`src/rtl/prbs31_pkg.sv`:
```
// ============================================================================
// Module      : prbs31_pkg
// Description : Shared constants and state encoding for the PRBS31 checker.
// Revision    : 1.0 - initial release
// ============================================================================
`default_nettype none

package prbs31_pkg;

    localparam int PRBS31_TAP_A    = 31;
    localparam int PRBS31_TAP_B    = 28;
    localparam int PRBS31_SEED_LEN = 31;

    typedef enum logic [1:0] {
        ST_SEED  = 2'd0,
        ST_CHECK = 2'd1,
        ST_LOST  = 2'd2
    } state_e;

endpackage

`default_nettype wire

```
`src/rtl/prbs31_predictor.sv`:
```
// ============================================================================
// Module      : prbs31_predictor
// Description : 31-bit received-bit history, next-bit prediction and
//               all-zero detect for the x^31 + x^28 + 1 sequence.
// Revision    : 1.0 - initial release
// ============================================================================
`default_nettype none

module prbs31_predictor
    import prbs31_pkg::*;
(
    input  logic clk,
    input  logic rst_n,
    input  logic clear,
    input  logic shift_en,
    input  logic din,
    output logic pred,
    output logic next_zero
);

    logic [PRBS31_TAP_A-1:0] s_q;
    logic [PRBS31_TAP_A-1:0] s_d;
    logic [PRBS31_TAP_A-1:0] s_shift;

    // The received bit is always shifted in, which makes the checker self-synchronising.
    always_comb begin
        s_shift = {s_q[PRBS31_TAP_A-2:0], din};
        s_d     = s_q;
        if (shift_en) begin
            s_d = s_shift;
        end
    end

    always_ff @(posedge clk) begin
        if (rst_n || clear) begin
            s_q <= '0;
        end else begin
            s_q <= s_d;
        end
    end

    assign pred      = s_q[PRBS31_TAP_A-1] ^ s_q[PRBS31_TAP_B-1];
    assign next_zero = (s_shift == '0);

endmodule

`default_nettype wire

```
`config.mk`:
```
export PLATFORM = sky130hd
export DESIGN_NAME = prbs31_predictor
export DESIGN_NICKNAME = d
export VERILOG_FILES = /design/src/rtl/prbs31_pkg.sv /design/src/rtl/prbs31_predictor.sv
export SDC_FILE = /design/constraint.sdc
export NUM_CORES = 1
export LEC_CHECK = 0
export CAP_MARGIN = 10
export CORE_UTILIZATION = 60
export DETAILED_ROUTE_END_ITERATION = 16
export GPL_TIMING_DRIVEN = 0
export PLACE_DENSITY = 0.8
export SLEW_MARGIN = 10
export SYNTH_ARGS = -nofsm -noshare
export SYNTH_HDL_FRONTEND = slang
export SYNTH_SLANG_ARGS = --single-unit
export TNS_END_PERCENT = 30
```
`constraint.sdc`:
```
create_clock -name clk -period 2.5 [get_ports clk]
set_input_delay 0.75 -clock clk [delete_from_list [all_inputs] [get_ports clk]]
set_output_delay 0.75 -clock clk [all_outputs]
set_load 0.01 [all_outputs]
```
# Word-level counts from Yosys, hierarchy flattened
# Cells that the tools add are included.
# word_totals
ff_bits	31
out_inout_bits	2
in_bits	5
# op_classes
n_bitwise	1
reduce_logical	2
# ops
operator	n
31-bit zero test	1
1-bit logical OR	1
1-bit XOR	1

# Logic depth before layout (Yosys ltp)
# Gate-level depths: netlist of the first run.
# depth
word_depth	1
ltp_mapped	4
depth_no_buf	3

# Worst setup path before layout of the first run
# OpenSTA, ideal clock, no wires.
# synth_timing
path_kind	input-to-output
start	in din
end	out next_zero
path_buffers	0
arrival_ns	1.244
required_ns	1.750
path_slack_ns	0.506
cell_stages	3
path_cell_list	nor4_1 > nand4_1 > nor2_1
# synth_via
elab_chain_len	1
# synth_lines
item	line_no	text
start: declaration	prbs31_predictor.sv:16	input logic din,
31-bit zero test	prbs31_predictor.sv:43	assign next_zero = (s_shift == '0);
end: declaration	prbs31_predictor.sv:18	output logic next_zero
# Every way passes these cells.

# Worst setup path after layout of the first run
# Ends and elaborated chain as after synthesis.

==> load_flow_metrics.sql, run 1 <==
INSERT INTO impl_metrics (metric_group, metric, value, unit) VALUES
('outcome', 'outcome', 'finished clean', ''),
('timing', 'setup_viol_count_final', '0', ''),
('yosys', 'syn-cell-area', '0.001214', 'mm²'),
('drt', 'detail_route.vias_per_cell', '5.164', ''),
('floorplan', 'floorplan.io_pins', '7', ''),
('power', 'power.share.clock', '0.327', ''),
('worst_setup_path', 'setup.worst_path.start', 'din', ''),
('power', 'switching_power', '186.9', 'µW'),
('floorplan', 'core_area', '0.001802', 'mm²'),
('finish', 'share_of_cells_above_drive_strength_1', '0.1417', ''),
('placement', 'weighted_congestion_reported_at_the_end_of_routability_driven_placement', '0.7577', ''),
('clocking', 'cts_num_sinks', '31', ''),
('yosys', 'synth.top_cell.area_share', '0.5113', ''),
('worst_setup_path', 'worstRegToRegCells', '2', ''),
('floorplan', 'fp-row-count', '15', ''),
('timing', 'fmax', '0.4435', 'GHz'),
('yosys', 'synth_cell_types', '10', ''),
('yosys', 'yosysWarnings', '0', ''),
('drt', 'detailedRoute.firstPassIterationCount', '4', ''),
('yosys', 'post_synth_and_or_nand_nor_area_fraction', '0.1546', ''),
('worst_setup_path', 'worstPathArrival', '1.50', 'ns'),
('drt', 'drcViolationCount', '0', ''),
('timing', 'finalCriticalPeriod', '2.255', 'ns'),
('worst_setup_path', 'setup.worst_path.class', 'primary input to primary output', ''),
('power', 'p_sw_frac', '0.2299', ''),
('timing', 'slew_headroom', '0.7689', ''),
('global_route', 'first_global_vias', '733', ''),
('power', 'ir_drop', '0.4803', 'mV'),
('clocking', 'ctsHoldBuffers', '0', ''),
('timing', 'grt_setup_unrepaired', 'no', ''),
('power', 'static_leakage', '0.0005901', 'µW'),
('worst_setup_path', 'r2r_end', 's_q[6]', ''),
('power', 'powerDensity', '601.6', 'mW/mm²'),
('drt', 'vias', '785', ''),
('yosys', 'synth_area_per_cell', '10.65', 'µm²'),
('worst_setup_path', 'crit_path_end', 'next_zero', ''),
('yosys', 'syn_nets', '119', ''),
('power', 'combinationalPowerShare', '0.065', ''),
('yosys', 'synth_top_family_by_area', 'multiplexers', ''),
('clocking', 'clk_buf_depth', '2', ''),
('finish', 'final_util', '0.7500', ''),
('timing', 'timing_max_transition_violations_final', '0', ''),
('worst_setup_path', 'worstSetupEndpointType', 'primary output', ''),
('timing', 'timing.final.crit_share', '0.9019', ''),
('drt', 'wire_per_inst', '12.56', 'µm'),
('worst_setup_path', 'critPathMaxFanout', '2', ''),
('timing', 'hold_violations', '0', ''),
('clocking', 'clk_pin_slew', '0.09', 'ns'),
('yosys', 'netlist_instances', '114', ''),
('timing', 'worst-slew-pin-transition', '0.3435', 'ns'),
('clocking', 'post-cts-setup-buffer-count', '0', ''),
('finish', 'finish.net_count', '131', ''),
('yosys', 'area_fraction_in_compound_gates_after_synthesis', '0', ''),
('drt', 'drt_iter0_drc', '4', ''),
('yosys', 'synthMuxAreaShare', '0.2557', ''),
('timing', 'totalNegativeSetupSlack', '0', 'ns'),
('drt', 'detail_route.wirelength', '1909', 'µm'),
('worst_setup_path', 'reg2reg_setup_slack', '1.84', 'ns'),
('global_route', 'grt_antenna_before_repair', '0', ''),
('placement', 'buffer_ports.inserted', '5', ''),
('worst_setup_path', 'start_kind', 'primary input', ''),
('placement', 'dpl.hpwl', '1346', 'µm'),
('finish', 'largestRegisters', 's_q (31)', ''),
('global_route', 'grt_max_degree', '11', ''),
('global_route', 'grt.overflow.total', '0', ''),
('floorplan', 'die-area', '0.002207', 'mm²'),
('worst_setup_path', 'r2r_start', 's_q[5]', ''),
('global_route', 'global_route.usage.total', '0.2096', ''),
('finish', 'n_antenna_cell', '0', ''),
('clocking', 'worstSkewPairLatency', '0.32', 'ns'),
('power', 'power', '813.0', 'µW');
## critical path: stages
cell and delay (ns):
sky130_fd_sc_hd__dlymetal6s2s_1 0.14, sky130_fd_sc_hd__nor4_2 0.23, sky130_fd_sc_hd__nand4_1 0.13, sky130_fd_sc_hd__nor2_1 0.13, sky130_fd_sc_hd__buf_2 0.14
## power groups by stage
stage	sequential (µW)	clock, µW	combinational, µW
6_report	495	266	52.5
3_3_place_gp	506	0	52.9
3_5_place_dp	506	0	53.1
2_1_floorplan	506	0	41.3
4_1_cts	495	275	52.2
5_1_grt	495	296	56.3
## layout make-up
type | count | area (µm²)
plain buffers | 8 | 86.33
fillers | 142 | 450.4
clock buffers | 5 | 37.54
multi-input cells | 75 | 513.0
repair buffers | 5 | 47.55
flip-flops and latches | 31 | 620.6
clock inverters | 3 | 15.01
well taps | 25 | 31.28
## layout by cell type, fill, tap and decap left out, drive strengths merged
cell type      netlist  routed
buf                  8       9
clkbuf               0       5
clkdlybuf4s50        0       3
clkinv               0       3
dfxtp               31      31
dlymetal6s2s         0       1
mux2i               31      31
nand4                2       2
nor2                32      32
nor3                 1       1
nor4                 7       7
or2                  1       1
xor2                 1       1
## logic make-up after synthesis
logic type,Yosys count
XOR/XNOR,1
multiplexers,31
AND/OR/NAND/NOR,43
flip-flops,31
buffers and inverters,8
## stage by stage
stage          worst slack, ns  hold WS, ns  cell area (µm²)
2_1_floorplan           0.5060       0.4807             1214
3_3_place_gp           -0.4959       0.4994             1295
3_5_place_dp           -0.4846       0.5142             1295
4_1_cts               0.002447       0.5372             1343
5_1_grt                 0.1848       0.5565             1351
6_report                0.2453       0.5299             1351
## repair_timing
action | CTS | global route
endpoints found under the setup margin | 1 | 1
gates resized for setup | 4 | 2
pin swaps | 2 | 2
## synthesized netlist by cell type, drive strengths merged
cell,n
or2,1
nor2,32
xor2,1
nor3,1
nand4,2
nor4,7
mux2i,31
buf,8
dfxtp,31
## worst min-delay path by stage
| stage | startpoint | end | slack [ns] | cells after the start |
|---|---|---|---|---|
| 5_1_grt | s_q[22] | s_q[23] | 0.56 | 2 |
| 3_3_place_gp | s_q[15] | s_q[15] | 0.50 | 2 |
| 6_report | s_q[15] | s_q[15] | 0.53 | 2 |
| 3_5_place_dp | s_q[13] | s_q[13] | 0.51 | 2 |
| 4_1_cts | s_q[15] | s_q[15] | 0.54 | 2 |
| 2_1_floorplan | s_q[30] | s_q[30] | 0.48 | 2 |
## layer usage
layer  vias up  global-route usage  part of all wire
met2        10              0.3139              0.46
met1       358              0.2714              0.50
met3         4             0.09231             0.033
met5         -                   0                 0
met4         0             0.06857            0.0094
li1        413                   -                 -
Power figures use the tool's default switching activity.
==> inputs of run 2 (changes only) <==
Settings changed: CELL_PAD_IN_SITES_DETAIL_PLACEMENT set to 2, CELL_PAD_IN_SITES_GLOBAL_PLACEMENT set to 2, CORE_UTILIZATION 60 to 40, PLACE_DENSITY 0.8 to 0.89.
==> load_flow_metrics.sql, run 2 (synthesized netlist as in run 1, its figures left out) <==
INSERT INTO impl_metrics (metric_group, metric, value, unit) VALUES
('outcome', 'outcome', 'finished with violations', ''),
('outcome', 'violated_checks', 'design-rule violations', ''),
('drt', 'vias', '845', ''),
('worst_setup_path', 'cp_data_required_time', '1.75', 'ns'),
('floorplan', 'die_h', '57.09', 'µm'),
('finish', 'finish.net_count', '131', ''),
('power', 'ir_drop', '0.3539', 'mV'),
('global_route', 'grt_max_degree', '11', ''),
('placement', 'pre_cts_slack', '-0.6227', 'ns'),
('timing', 'fmax', '0.4231', 'GHz'),
('timing', 'setup_viol_count_final', '0', ''),
('worst_setup_path', 'start_kind', 'primary input', ''),
('worst_setup_path', 'setup.worst_path.class', 'primary input to primary output', ''),
('placement', 'weighted_congestion_reported_at_the_end_of_routability_driven_placement', '0.6828', ''),
('global_route', 'grt_pass1_wl', '4347', 'µm'),
('timing', 'worst-slew-pin-transition', '0.3117', 'ns'),
('timing', 'timing.final.crit_share', '0.9455', ''),
('floorplan', 'die-area', '0.003259', 'mm²'),
('finish', 'most-common-layout-cells', 'sky130_fd_sc_hd__mux2i_1, sky130_fd_sc_hd__nor2_1, sky130_fd_sc_hd__dfxtp_1', ''),
('clocking', 'clk_pin_slew', '0.09', 'ns'),
('drt', 'detailedRoute.firstPassIterationCount', '10', ''),
('global_route', 'grt_antenna_before_repair', '0', ''),
('timing', 'fin_skew', '0.01216', 'ns'),
('clocking', 'clock_tree.htree_level_count', '2', ''),
('hold_path', 'worstHoldPathType', 'flip-flop to flip-flop', ''),
('drt', 'drt_iter0_drc', '22', ''),
('finish', 'flip_flop_count_of_the_largest_register_after_layout', '31', ''),
('clocking', 'clk_buf_depth', '2', ''),
('timing', 'slew_headroom', '0.7903', ''),
('global_route', 'first_global_vias', '914', ''),
('global_route', 'global_route.usage.total', '0.1848', ''),
('power', 'powerDensity', '619.1', 'mW/mm²'),
('timing', 'hold_violations', '0', ''),
('placement', 'dpl.hpwl', '1768', 'µm'),
('drt', 'drtAntennaViolNets', '0', ''),
('finish', 'n_antenna_cell', '0', ''),
('timing', 'grt_setup_unrepaired', 'no', ''),
('drt', 'detail_route.wirelength', '2502', 'µm'),
('timing', 'timing_max_transition_violations_final', '0', ''),
('finish', 'registers.top_by_ff_count', 's_q', ''),
('clocking', 'worstSkewPairLatency', '0.33', 'ns'),
('global_route', 'grt.overflow.total', '0', ''),
('clocking', 'cts_inserted_buffers', '5', ''),
('floorplan', 'start_util', '0.4326', ''),
('floorplan', 'floorplan.io_pins', '7', ''),
('placement', 'buffer_ports.inserted', '5', ''),
('power', 'static_leakage', '0.0005833', 'µW'),
('worst_setup_path', 'worstPathArrival', '1.61', 'ns'),
('clocking', 'post-cts-setup-buffer-count', '0', ''),
('finish', 'largestRegisters', 's_q (31)', ''),
('run', 'total_of_max_cap_violations', '0', ''),
('clocking', 'cts_tree', 'done', ''),
('clocking', 'root_buffer', 'sky130_fd_sc_hd__clkbuf_4', ''),
('floorplan', 'horizontal_die_dimension', '57.09', 'µm'),
('floorplan', 'core_area', '0.002805', 'mm²'),
('floorplan', 'fp-row-count', '19', ''),
('power', 'power', '842.7', 'µW'),
('finish', 'nFillCells', '297', ''),
('worst_setup_path', 'worstSetupEndpointType', 'primary output', ''),
('finish', 'share_of_cells_above_drive_strength_1', '0.1429', ''),
('drt', 'drcViolationCount', '3', ''),
('finish', 'area_growth_syn_to_layout', '12.17', '%'),
('worst_setup_path', 'critPathMaxFanout', '2', ''),
('timing', 'finalCriticalPeriod', '2.364', 'ns'),
('drt', 'wire_per_inst', '15.94', 'µm'),
('timing', 'timing.final.ws_setup', '0.1362', 'ns'),
('drt', 'detail_route.vias_per_cell', '5.382', ''),
('clocking', 'cts_num_sinks', '31', '');
==> run 2: changes by cell type in the layout (fill, tap and decap cells not counted) <==
cell                             previous run  this run
sky130_fd_sc_hd__clkbuf_8                   0         1
sky130_fd_sc_hd__clkinv_2                   3         1
sky130_fd_sc_hd__dlygate4sd2_1              0         1
sky130_fd_sc_hd__dlymetal6s2s_1             1         0
sky130_fd_sc_hd__nor2_1                    32        31
sky130_fd_sc_hd__nor2_2                     0         1
==> run 2: area by class of cell <==
type | count | area [µm²] | area share
Sequential cell | 31 | 620.6 | 0.4559
Multi-Input combinational cell | 75 | 515.5 | 0.3787
Buffer | 8 | 86.33 | 0.06342
Clock buffer | 6 | 51.30 | 0.03768
Timing Repair Buffer | 5 | 43.79 | 0.03217
Tap cell | 31 | 38.79 | 0.02849
Clock inverter | 1 | 5.005 | 0.003676
==> run 2: power by group <==
| part | internal (µW) | switching [µW] | leakage (µW) |
|---|---|---|---|
| Sequential | 494 | 0.676 | 0.000250 |
| Combinational | 27.3 | 26.5 | 0.000300 |
| Clock | 130 | 164 | 0.0000341 |
==> run 2: critical path, cell delays in order <==
cell and delay [ns]:
sky130_fd_sc_hd__dlygate4sd2_1 0.25, sky130_fd_sc_hd__nor4_2 0.15, sky130_fd_sc_hd__nand4_1 0.17, sky130_fd_sc_hd__nor2_2 0.14, sky130_fd_sc_hd__buf_2 0.15
==> run 2: routing by layer <==
layer  part of all wire  GRT usage  vias to the layer above
li1                   -          -                      411
met1               0.43     0.1963                      418
met2               0.52     0.3261                       10
met3              0.032    0.06803                        6
met4              0.022    0.08362                        0
met5                  0          0                        -
==> run 2: final timing paths <==
kind | end | cells after the start | slack (ns) | from
max | next_zero | 5 | 0.14 | din
min | s_q[30] | 2 | 0.53 | s_q[30]
max reg2reg | s_q[21] | 2 | 1.79 | s_q[20]
min reg2reg | s_q[30] | 2 | 0.53 | s_q[30]
==> run 2: stage by stage <==
step / cell area (µm²) / hold slack (ns) / TNS [ns] / utilization / cells
CTS: 1361 / 0.5333 / 0 / 0.4853 / 157
global route: 1361 / 0.5719 / 0 / 0.4853 / 157
finish: 1361 / 0.5300 / 0 / 0.4853 / 157
global placement: 1303 / 0.4993 / -0.5336 / 0.4643 / 150
detailed placement: 1303 / 0.5100 / -0.6227 / 0.4643 / 150
floorplan: 1214 / 0.4807 / 0 / - / 114
==> run 2: repair_timing <==
action / 4_1_cts / 5_1_grt
hold buffers: 0 / 0
setup endpoints to repair: 1 / 0
resized for setup: 7 / 0
==> inputs of run 3 (changes only) <==
Settings changed: CAP_MARGIN 10 to 20, SETUP_SLACK_MARGIN set to 0.3.
==> load_flow_metrics.sql, run 3 (synthesized netlist as in run 1, its figures left out) <==
INSERT INTO impl_metrics (metric_group, metric, value, unit) VALUES
('power', 'static_leakage', '0.0006083', 'µW'),
('global_route', 'first_global_vias', '903', ''),
('outcome', 'outcome', 'finished with violations', ''),
('drt', 'detailedRoute.firstPassIterationCount', '10', ''),
('floorplan', 'horizontal_die_dimension', '57.09', 'µm'),
('power', 'powerDensity', '591.1', 'mW/mm²'),
('clocking', 'clk_buf_depth', '2', ''),
('placement', 'dp_cells', '150', ''),
('floorplan', 'start_util', '0.4326', ''),
('timing', 'timing.final.crit_share', '0.8883', ''),
('clocking', 'post-cts-setup-buffer-count', '0', ''),
('timing', 'hold_violations', '0', ''),
('finish', 'sequential_cell_area', '626.9', 'µm²'),
('floorplan', 'die_h', '57.09', 'µm'),
('drt', 'drcViolationCount', '2', ''),
('floorplan', 'die-area', '0.003259', 'mm²'),
('finish', 'area_growth_syn_to_layout', '17.63', '%'),
('timing', 'grt_setup_unrepaired', 'yes', ''),
('timing', 'timing_max_transition_violations_final', '0', ''),
('clocking', 'clk_pin_slew', '0.09', 'ns'),
('global_route', 'grt_max_degree', '11', ''),
('floorplan', 'floorplan.io_pins', '7', ''),
('clocking', 'clock_tree.htree_level_count', '2', ''),
('finish', 'multi_input_logic_area', '573.1', 'µm²'),
('outcome', 'violated_checks', 'design-rule violations', ''),
('finish', 'share_of_cells_above_drive_strength_1', '0.2302', ''),
('drt', 'drt_iter0_drc', '40', ''),
('timing', 'fin_skew', '0.007147', 'ns'),
('global_route', 'grt_pass1_wl', '4533', 'µm'),
('worst_setup_path', 'cp_data_required_time', '1.75', 'ns'),
('placement', 'weighted_congestion_reported_at_the_end_of_routability_driven_placement', '0.6828', ''),
('hold_path', 'worstHoldPathType', 'flip-flop to flip-flop', ''),
('clocking', 'cts_tree', 'done', ''),
('drt', 'vias', '842', ''),
('placement', 'dpl.hpwl', '1768', 'µm'),
('worst_setup_path', 'setup.worst_path.class', 'primary input to primary output', ''),
('worst_setup_path', 'worstPathArrival', '1.47', 'ns'),
('timing', 'slew_headroom', '0.8346', ''),
('global_route', 'grt.overflow.total', '0', ''),
('global_route', 'global_route.usage.total', '0.1949', ''),
('finish', 'nFillCells', '285', ''),
('worst_setup_path', 'critPathMaxFanout', '2', ''),
('worst_setup_path', 'worst_path_largest_cell_delay', '0.18', 'ns'),
('drt', 'wire_per_inst', '17.13', 'µm'),
('timing', 'fmax', '0.4503', 'GHz'),
('timing', 'finalCriticalPeriod', '2.221', 'ns'),
('drt', 'detail_route.wirelength', '2690', 'µm'),
('run', 'total_of_max_cap_violations', '0', ''),
('finish', 'finish.cell_count_without_fillers', '157', ''),
('placement', 'buffer_ports.inserted', '5', ''),
('clocking', 'cts_inserted_buffers', '5', ''),
('timing', 'worst-slew-pin-transition', '0.2461', 'ns'),
('worst_setup_path', 'cpMaxStageDelayCell', 'sky130_fd_sc_hd__nand4_1', ''),
('finish', 'finish.net_count', '131', ''),
('worst_setup_path', 'start_kind', 'primary input', ''),
('global_route', 'grt_antenna_before_repair', '0', ''),
('finish', 'flip_flop_count_of_the_largest_register_after_layout', '31', ''),
('drt', 'drtAntennaViolNets', '0', ''),
('power', 'power', '843.9', 'µW'),
('drt', 'detail_route.vias_per_cell', '5.363', ''),
('timing', 'setup_viol_count_final', '0', ''),
('worst_setup_path', 'worstSetupEndpointType', 'primary output', ''),
('clocking', 'worstSkewPairLatency', '0.33', 'ns'),
('floorplan', 'core_area', '0.002805', 'mm²'),
('power', 'ir_drop', '0.3515', 'mV'),
('clocking', 'cts_num_sinks', '31', ''),
('finish', 'registers.top_by_ff_count', 's_q', ''),
('finish', 'largestRegisters', 's_q (31)', ''),
('floorplan', 'fp-row-count', '19', ''),
('finish', 'n_antenna_cell', '0', ''),
('clocking', 'root_buffer', 'sky130_fd_sc_hd__clkbuf_4', ''),
('worst_setup_path', 'cp_cell_sequence', 'buf_6, nor4_4, nand4_1, nor2_2, buf_2', ''),
('finish', 'most-common-layout-cells', 'sky130_fd_sc_hd__mux2i_1, sky130_fd_sc_hd__nor2_1, sky130_fd_sc_hd__dfxtp_1', ''),
('clocking', 'ctsHoldBuffers', '0', '');
-- run 3: per-layer routing --
layer | vias to the layer above | part of all wire | global-route usage
met3 | 6 | 0.033 | 0.06803
li1 | 413 | - | -
met1 | 413 | 0.41 | 0.2094
met4 | 0 | 0.020 | 0.08362
met5 | - | 0 | 0
met2 | 10 | 0.54 | 0.3462
-- run 3: layout make-up --
cell class	count	share of cell area
Sequential cell	31	0.4391
Multi-Input combinational cell	75	0.4014
Buffer	8	0.06047
Clock buffer	6	0.03593
Timing Repair Buffer	5	0.03243
Tap cell	31	0.02717
Clock inverter	1	0.003506
-- run 3: worst paths after layout --
kind / start / endpoint / slack, ns / cells past startpoint
worst min register to register: s_q[30] / s_q[30] / 0.53 / 2
worst min-delay path: s_q[30] / s_q[30] / 0.53 / 2
worst max register to register: s_q[20] / s_q[21] / 1.78 / 2
worst max-delay path: din / next_zero / 0.28 / 5
-- run 3: metrics by stage --
stage	TNS [ns]	worst slack, ns	hold WS, ns	cell area [µm²]	util
2_1_floorplan	0	0.5060	0.4807	1214	-
3_3_place_gp	-0.5336	-0.5336	0.4993	1303	0.4643
3_5_place_dp	-0.6227	-0.6227	0.5100	1303	0.4643
4_1_cts	0	0.2858	0.5333	1406	0.5013
5_1_grt	0	0.2070	0.5729	1428	0.5089
6_report	0	0.2792	0.5280	1428	0.5089
-- run 3: worst max-delay path: cells and delay by family --
| family | cells | cell delay, ns |
|---|---|---|
| AND/OR/NAND/NOR | 3 | 0.48 |
| buffers and inverters | 2 | 0.24 |
-- run 3: what timing repair did --
item,CTS,global route
gates cloned,0,0
pin swaps,4,4
gates resized for setup,19,5
setup endpoints to repair,1,2
-- run 3: where the power goes --
group	switching [µW]	total [µW]	leakage, µW	internal, µW
Sequential	0.913	495	0.000252	494
Clock	162	292	0.0000341	130
Combinational	27.7	56.6	0.000322	29.0
